`src/rtl/activation_drain_scheduler.sv`:
```
// activation_drain_scheduler: round-robin drains of NUM_REQ rows into a shared 1-cycle activation core,
// with source-row tagging and a small first-word-fall-through result FIFO.
module activation_drain_scheduler #(
  parameter int NUM_REQ = 4,
  parameter int DATA_WIDTH = 32,
  parameter int COUNT_WIDTH = 16,
  parameter int FIFO_DEPTH = 2,
  parameter int TAG_WIDTH = $clog2(NUM_REQ)
) (
  input  logic                          core_clk,
  input  logic                          resetn,
  input  logic                          start,
  input  logic [7:0]                    cfg_sel_activation,
  input  logic [DATA_WIDTH-1:0]         cfg_alpha,
  input  logic [COUNT_WIDTH-1:0]        cfg_total_features,
  output logic                          busy,
  output logic                          done,
  output logic                          cfg_error,
  input  logic [NUM_REQ-1:0]            req_valid,
  input  logic [NUM_REQ*DATA_WIDTH-1:0] req_data,
  output logic [NUM_REQ-1:0]            req_ready,
  output logic [7:0]                    act_sel_activation,
  output logic [DATA_WIDTH-1:0]         act_alpha,
  output logic                          act_in_feature_valid,
  output logic [DATA_WIDTH-1:0]         act_in_feature,
  input  logic                          act_feature_valid,
  input  logic [DATA_WIDTH-1:0]         act_feature,
  output logic                          out_valid,
  input  logic                          out_ready,
  output logic [DATA_WIDTH-1:0]         out_data,
  output logic [TAG_WIDTH-1:0]          out_tag
);
  localparam int AW = $clog2(FIFO_DEPTH);
  localparam int CW = $clog2(FIFO_DEPTH + 1);
  typedef enum logic [1:0] {IDLE, ACTIVE, DRAIN, DONE} state_t;
  state_t state;
  logic [COUNT_WIDTH-1:0] total, issued_cnt;
  logic [TAG_WIDTH-1:0] ptr, gnt_idx, tag_pipe;
  logic inflight, any_valid, space, issue, push, pop, drained;
  logic [CW-1:0] count;
  logic [AW-1:0] rd_ptr, wr_ptr;
  logic [DATA_WIDTH+TAG_WIDTH-1:0] mem [FIFO_DEPTH];
  logic [DATA_WIDTH-1:0] rows [NUM_REQ];
  for (genvar i = 0; i < NUM_REQ; i++) begin : g_rows
    assign rows[i] = req_data[i*DATA_WIDTH +: DATA_WIDTH];
  end
  // scan from farthest to nearest so the first valid row after ptr wins
  always_comb begin
    gnt_idx = '0;
    any_valid = 1'b0;
    for (int k = NUM_REQ; k >= 1; k--) begin
      if (req_valid[TAG_WIDTH'((int'(ptr) + k) % NUM_REQ)]) begin
        gnt_idx = TAG_WIDTH'((int'(ptr) + k) % NUM_REQ);
        any_valid = 1'b1;
      end
    end
  end
  assign pop = out_valid && out_ready;
  assign push = act_feature_valid;
  // an entry leaving this cycle frees its slot for the result landing two cycles out
  assign space = int'(count) + int'(inflight) - int'(pop) < FIFO_DEPTH;
  assign issue = state == ACTIVE && issued_cnt != total && any_valid && space;
  assign drained = !inflight && (count + CW'(push) == CW'(pop));
  assign req_ready = issue ? NUM_REQ'(1) << gnt_idx : '0;
  assign act_in_feature_valid = issue;
  assign act_in_feature = rows[gnt_idx];
  assign out_valid = count != '0;
  assign {out_data, out_tag} = mem[rd_ptr];
  always_ff @(posedge core_clk or negedge resetn) begin
    if (!resetn) begin
      state <= IDLE;
      busy <= 1'b0;
      done <= 1'b0;
      cfg_error <= 1'b0;
      act_sel_activation <= '0;
      act_alpha <= '0;
      total <= '0;
      issued_cnt <= '0;
      ptr <= TAG_WIDTH'(NUM_REQ - 1);
      tag_pipe <= '0;
      inflight <= 1'b0;
    end else begin
      done <= 1'b0;
      cfg_error <= 1'b0;
      inflight <= issue;
      if (issue) begin
        ptr <= gnt_idx;
        tag_pipe <= gnt_idx;
        issued_cnt <= issued_cnt + COUNT_WIDTH'(1);
      end
      case (state)
        IDLE: if (start && cfg_sel_activation > 8'd2) cfg_error <= 1'b1;
          else if (start) begin
            act_sel_activation <= cfg_sel_activation;
            act_alpha <= cfg_alpha;
            total <= cfg_total_features;
            issued_cnt <= '0;
            busy <= cfg_total_features != '0;
            done <= cfg_total_features == '0;
            state <= cfg_total_features == '0 ? DONE : ACTIVE;
          end
        ACTIVE: if (issued_cnt == total) state <= DRAIN;
        DRAIN: if (drained) begin
            state <= DONE;
            busy <= 1'b0;
            done <= 1'b1;
          end
        DONE: state <= IDLE;
        default: state <= IDLE;
      endcase
    end
  end
  always_ff @(posedge core_clk or negedge resetn) begin
    if (!resetn) begin
      rd_ptr <= '0;
      wr_ptr <= '0;
      count <= '0;
      for (int k = 0; k < FIFO_DEPTH; k++) mem[k] <= '0;
    end else begin
      if (push) begin
        mem[wr_ptr] <= {act_feature, tag_pipe};
        wr_ptr <= wr_ptr == AW'(FIFO_DEPTH - 1) ? '0 : wr_ptr + AW'(1);
      end
      if (pop) rd_ptr <= rd_ptr == AW'(FIFO_DEPTH - 1) ? '0 : rd_ptr + AW'(1);
      count <= count + CW'(push) - CW'(pop);
    end
  end
  // the core must answer exactly one cycle after every issue
  lost_result: assert property (@(posedge core_clk) disable iff (!resetn) inflight |-> act_feature_valid);
endmodule

```
`config.mk`:
```
export PLATFORM = sky130hd
export DESIGN_NAME = activation_drain_scheduler
export DESIGN_NICKNAME = d
export VERILOG_FILES = /design/src/rtl/activation_drain_scheduler.sv
export SDC_FILE = /design/constraint.sdc
export NUM_CORES = 1
export LEC_CHECK = 0
export BUFFER_PORTS_ARGS = -buffer_cell sky130_fd_sc_hd__clkbuf_2
export CAP_MARGIN = 20
export CELL_PAD_IN_SITES_DETAIL_PLACEMENT = 1
export CELL_PAD_IN_SITES_GLOBAL_PLACEMENT = 1
export CORE_MARGIN = 2
export CORE_UTILIZATION = 39
export CTS_CLUSTER_DIAMETER = 50
export CTS_CLUSTER_SIZE = 14
export DETAILED_ROUTE_END_ITERATION = 12
export PLACE_DENSITY_LB_ADDON = 0.1
export SLEW_MARGIN = 40
export SYNTH_ARGS = -nofsm -noshare
export SYNTH_HDL_FRONTEND = slang
export SYNTH_SLANG_ARGS = --single-unit
```
`constraint.sdc`:
```
create_clock -name core_clk -period 7.83 [get_ports core_clk]
set_input_delay 1.566 -clock core_clk [delete_from_list [all_inputs] [get_ports core_clk]]
set_output_delay 1.566 -clock core_clk [all_outputs]
set_load 0.03 [all_outputs]
```
==> flow_summary_export.csv <==
group,metric,value,unit
setup_path,path_max_fanout,8,
timing,setup_viol,0,
clocking,numCtsBuffers,17,
finish,mostFrequentLayoutCells,"clkbuf_2 (338), nand2_1 (164), dfrtp_1 (152)",
min_path,worstHoldStart,"act_sel_activation[1]",
routing,first_pass_iters,4,
finish,mostFrequentLayoutCell,"clkbuf_2",
placed_design,placed_area,9970,um2
timing,tightest_slew,0.769,ns
timing,rsz0062_at_grt,"false",
routing,viasPerCell,4.92,
grt,grt_antenna_before_repair,3,
routing,drt_iter0_drc,253,
finish,fin_cells,1345,
clocking,cts_hold_buf,0,
synth,synthCells,729,
synth,synth-seq-cells,154,
timing,clock.fmax,0.187,GHz
finish,fin_nets,1291,
timing,setup_tns,0,ns
power_and_ir_drop,ir_drop,0.000158,V
grt,grt_pass1_vias,7231,
routing,wl_per_cell,19.2,um
routing,drt_wl_total,25800,um
routing,drc_errors,0,
floorplan,ioPinCount,340,
synth,synth_edf_count,0,
synth,synth_top_family_by_area,"multiplexers",
setup_path,r2r_cells,10,
floorplan,die_height,147,um
setup_path,r2r_end,"issued_cnt[11]",
min_path,worstHoldEndpoint,"act_sel_activation[1]",
power_and_ir_drop,power.switching,1.81,mW
synth,synthTopCellsByArea,"dfrtp_1 (47%), mux2_2 (14%), mux2i_1 (13%), nand2_1 (7.7%), xnor2_1 (2.2%)",
min_path,hold_path_class,"reg -> reg",
synth,syn_area_per_cell,11.0,um2
clocking,clk_pin_slew,0.06,ns
floorplan,rows,52,
synth,yosysWarnings,0,
synth,muxShareOfSynthArea,0.275,
power_and_ir_drop,p_comb_frac,0.495,
setup_path,criticalPathCategory,"in -> out",
clocking,worstSkewPairLatency,0.42,ns
routing,final_antenna_net_count,0,
power_and_ir_drop,power.internal,2.37,mW
setup_path,cp.arrival,3.79,ns
clocking,post_cts_resized,0,
power_and_ir_drop,swShare,0.434,
timing,skew,0.00969,ns
synth,ys_async_sr_fraction,1.00,
synth,ys_seq_area_frac,0.481,
timing,finalMaxSlewViolations,0,
synth,synth.top_cell.area_share,0.475,
grt,grt.overflow.total,0,
synth,synth_simple_gate_area_frac,0.141,
timing,hold_viol,0,
min_path,hold_depth,2,
clocking,cts-htree-levels,4,
power_and_ir_drop,power_frac_clock,0.203,
synth,ys_types,47,
synth,synth_fa_ha_area_frac,0.0119,
floorplan,die_x,147,um
timing,slew_headroom,0.483,
placed_design,port_buffers,339,
grt,grt_max_degree,85,
outcome,status,"finished clean",
timing,fin_ws,2.47,ns
clocking,cts_tree,"done",
setup_path,required,6.26,ns
floorplan,die_area,21700,um2
synth,synth_compound_area_frac,0.0337,
clocking,root_buffer,"clkbuf_16",
placed_design,place_ws,2.54,ns
grt,grt_use_total,0.238,
setup_path,reg2reg_from,"count[1]",
routing,num_vias,6616,
power_and_ir_drop,total_power,4.18,mW
synth,synth_nets,961,
synth,ys.flop_type,"dfrtp_1",
synth,synthXorXnorAreaFrac,0.0229,
placed_design,placedCellCount,1310,
finish,fin_area,10600,um2
setup_path,cp_slowest_cell,"and3_1",
setup_path,critPathLaunchType,"primary input",
placed_design,place_congestion,0.824,
job,maxCapViolCount,0,
clocking,post_cts_buffers,0,
setup_path,cpPeakStageDelay,0.46,ns
timing,final.period_utilization,0.684,
setup_path,end_kind,"output pin",
synth,netlist_area,8020,um2
floorplan,core,20200,um2
setup_path,path_cells,"clkbuf_2, nand2_1, nor2_1, o21ai_0, fa_1, xnor2_1, and3_1, nand2_4, inv_4, and3_1, clkbuf_2",
setup_path,reg2reg_slack,4.56,ns
placed_design,dp_hpwl,19400,um
finish,drive_gt1_frac,0.473,
synth,yosysTopAreaCell,"dfrtp_1",
clocking,cts_sinks,154,
grt,grt_pass1_wl,40000,um
finish,synthToLayoutAreaGrowth,32.0,%
timing,post-route-min-period,5.36,ns
power_and_ir_drop,pwr-share-seq,0.302,
floorplan,initial_utilization,0.396,
power_and_ir_drop,power_density,395,nW/um2
power_and_ir_drop,leakagePower,5.53,nW
clocking,clk_path_buf_depth,2,
cells in the mapped netlist (2+ instances only):
cell / number
and2_1: 8
and3_1: 4
nand3_1: 9
nor4_1: 6
nand2_4: 2
dfrtp_1: 152
or4_2: 3
mux2i_1: 104
a21oi_1: 18
nand4_1: 10
buf_2: 18
a211oi_1: 3
inv_1: 12
dfstp_2: 2
or2_2: 2
nor3b_1: 3
nor3_1: 3
buf_6: 4
o21ai_0: 9
nor2b_1: 3
nand2_1: 164
o31ai_1: 8
clkbuf_1: 15
xnor2_1: 20
ha_1: 6
nand2b_1: 6
and4_1: 3
or4_1: 5
buf_1: 2
nor2_1: 6
mux2_2: 103
per-stage QoR:
stage | utilization | hold slack, ns
after CTS | 0.522 | 0.482
after floorplan | - | 0.444
final | 0.523 | 0.477
after global placement | 0.492 | 0.457
after detailed placement | 0.493 | 0.466
after global routing | 0.523 | 0.503
worst max-delay path by stage:
stage,from,endpoint,cells past startpoint
floorplan,out_ready,req_ready[0],9
detailed placement,out_ready,req_ready[2],11
finish,out_ready,req_ready[2],11
CTS,out_ready,req_ready[2],11
global placement,req_valid[1],act_in_feature[6],8
global route,out_ready,req_ready[2],11
per-layer routing:
metal	track usage	wire length (um)
met4	0.0625	267
met1	0.299	11000
met3	0.0637	1330
met5	0	0
met2	0.409	13200
area by class of cell:
class / instances / area, um2
diodes: 3 / 7.51
repair buffers: 352 / 1810
clock inverters: 15 / 176
flip-flops and latches: 154 / 3860
multi-input cells: 521 / 3920
inverters: 13 / 51.3
well taps: 270 / 338
clock buffers: 17 / 425
fillers: 2341 / 9660
power by group through the flow:
stage	Sequential, mW	Combinational (mW)	Clock [mW]
global route	1.30	2.21	0.897
detailed placement	1.27	2.07	0
CTS	1.26	2.09	0.866
floorplan	1.26	1.51	0
global placement	1.26	2.04	0
finish	1.26	2.07	0.849
flip-flops by register name, summed over array words and instances, names as in the netlist:
signal and count:
act_alpha 32, act_sel_activation 8, busy 1, cfg_error 1
count 2, done 1, inflight 1, issued_cnt 16
mem 68, ptr 2, rd_ptr 1, state 2
tag_pipe 2, total 16, wr_ptr 1
logic make-up after synthesis:
kind of cell | Yosys count
AND/OR/NAND/NOR | 243
multiplexers | 207
adder cells (fa/ha/maj) | 7
XOR/XNOR | 21
buffers and inverters | 54
flip-flops | 154
AO/OA/AOI/OAI | 43
worst max-delay path: cells and delay by family:
| kind | cells | cell delay (ns) |
|---|---|---|
| buffers and inverters | 3 | 0.43 |
| adder cells (fa/ha/maj) | 1 | 0.42 |
| AND/OR/NAND/NOR | 5 | 1.01 |
| XOR/XNOR | 1 | 0.22 |
| AO/OA/AOI/OAI | 1 | 0.14 |
No activity file was read; power rests on OpenSTA's default activity.
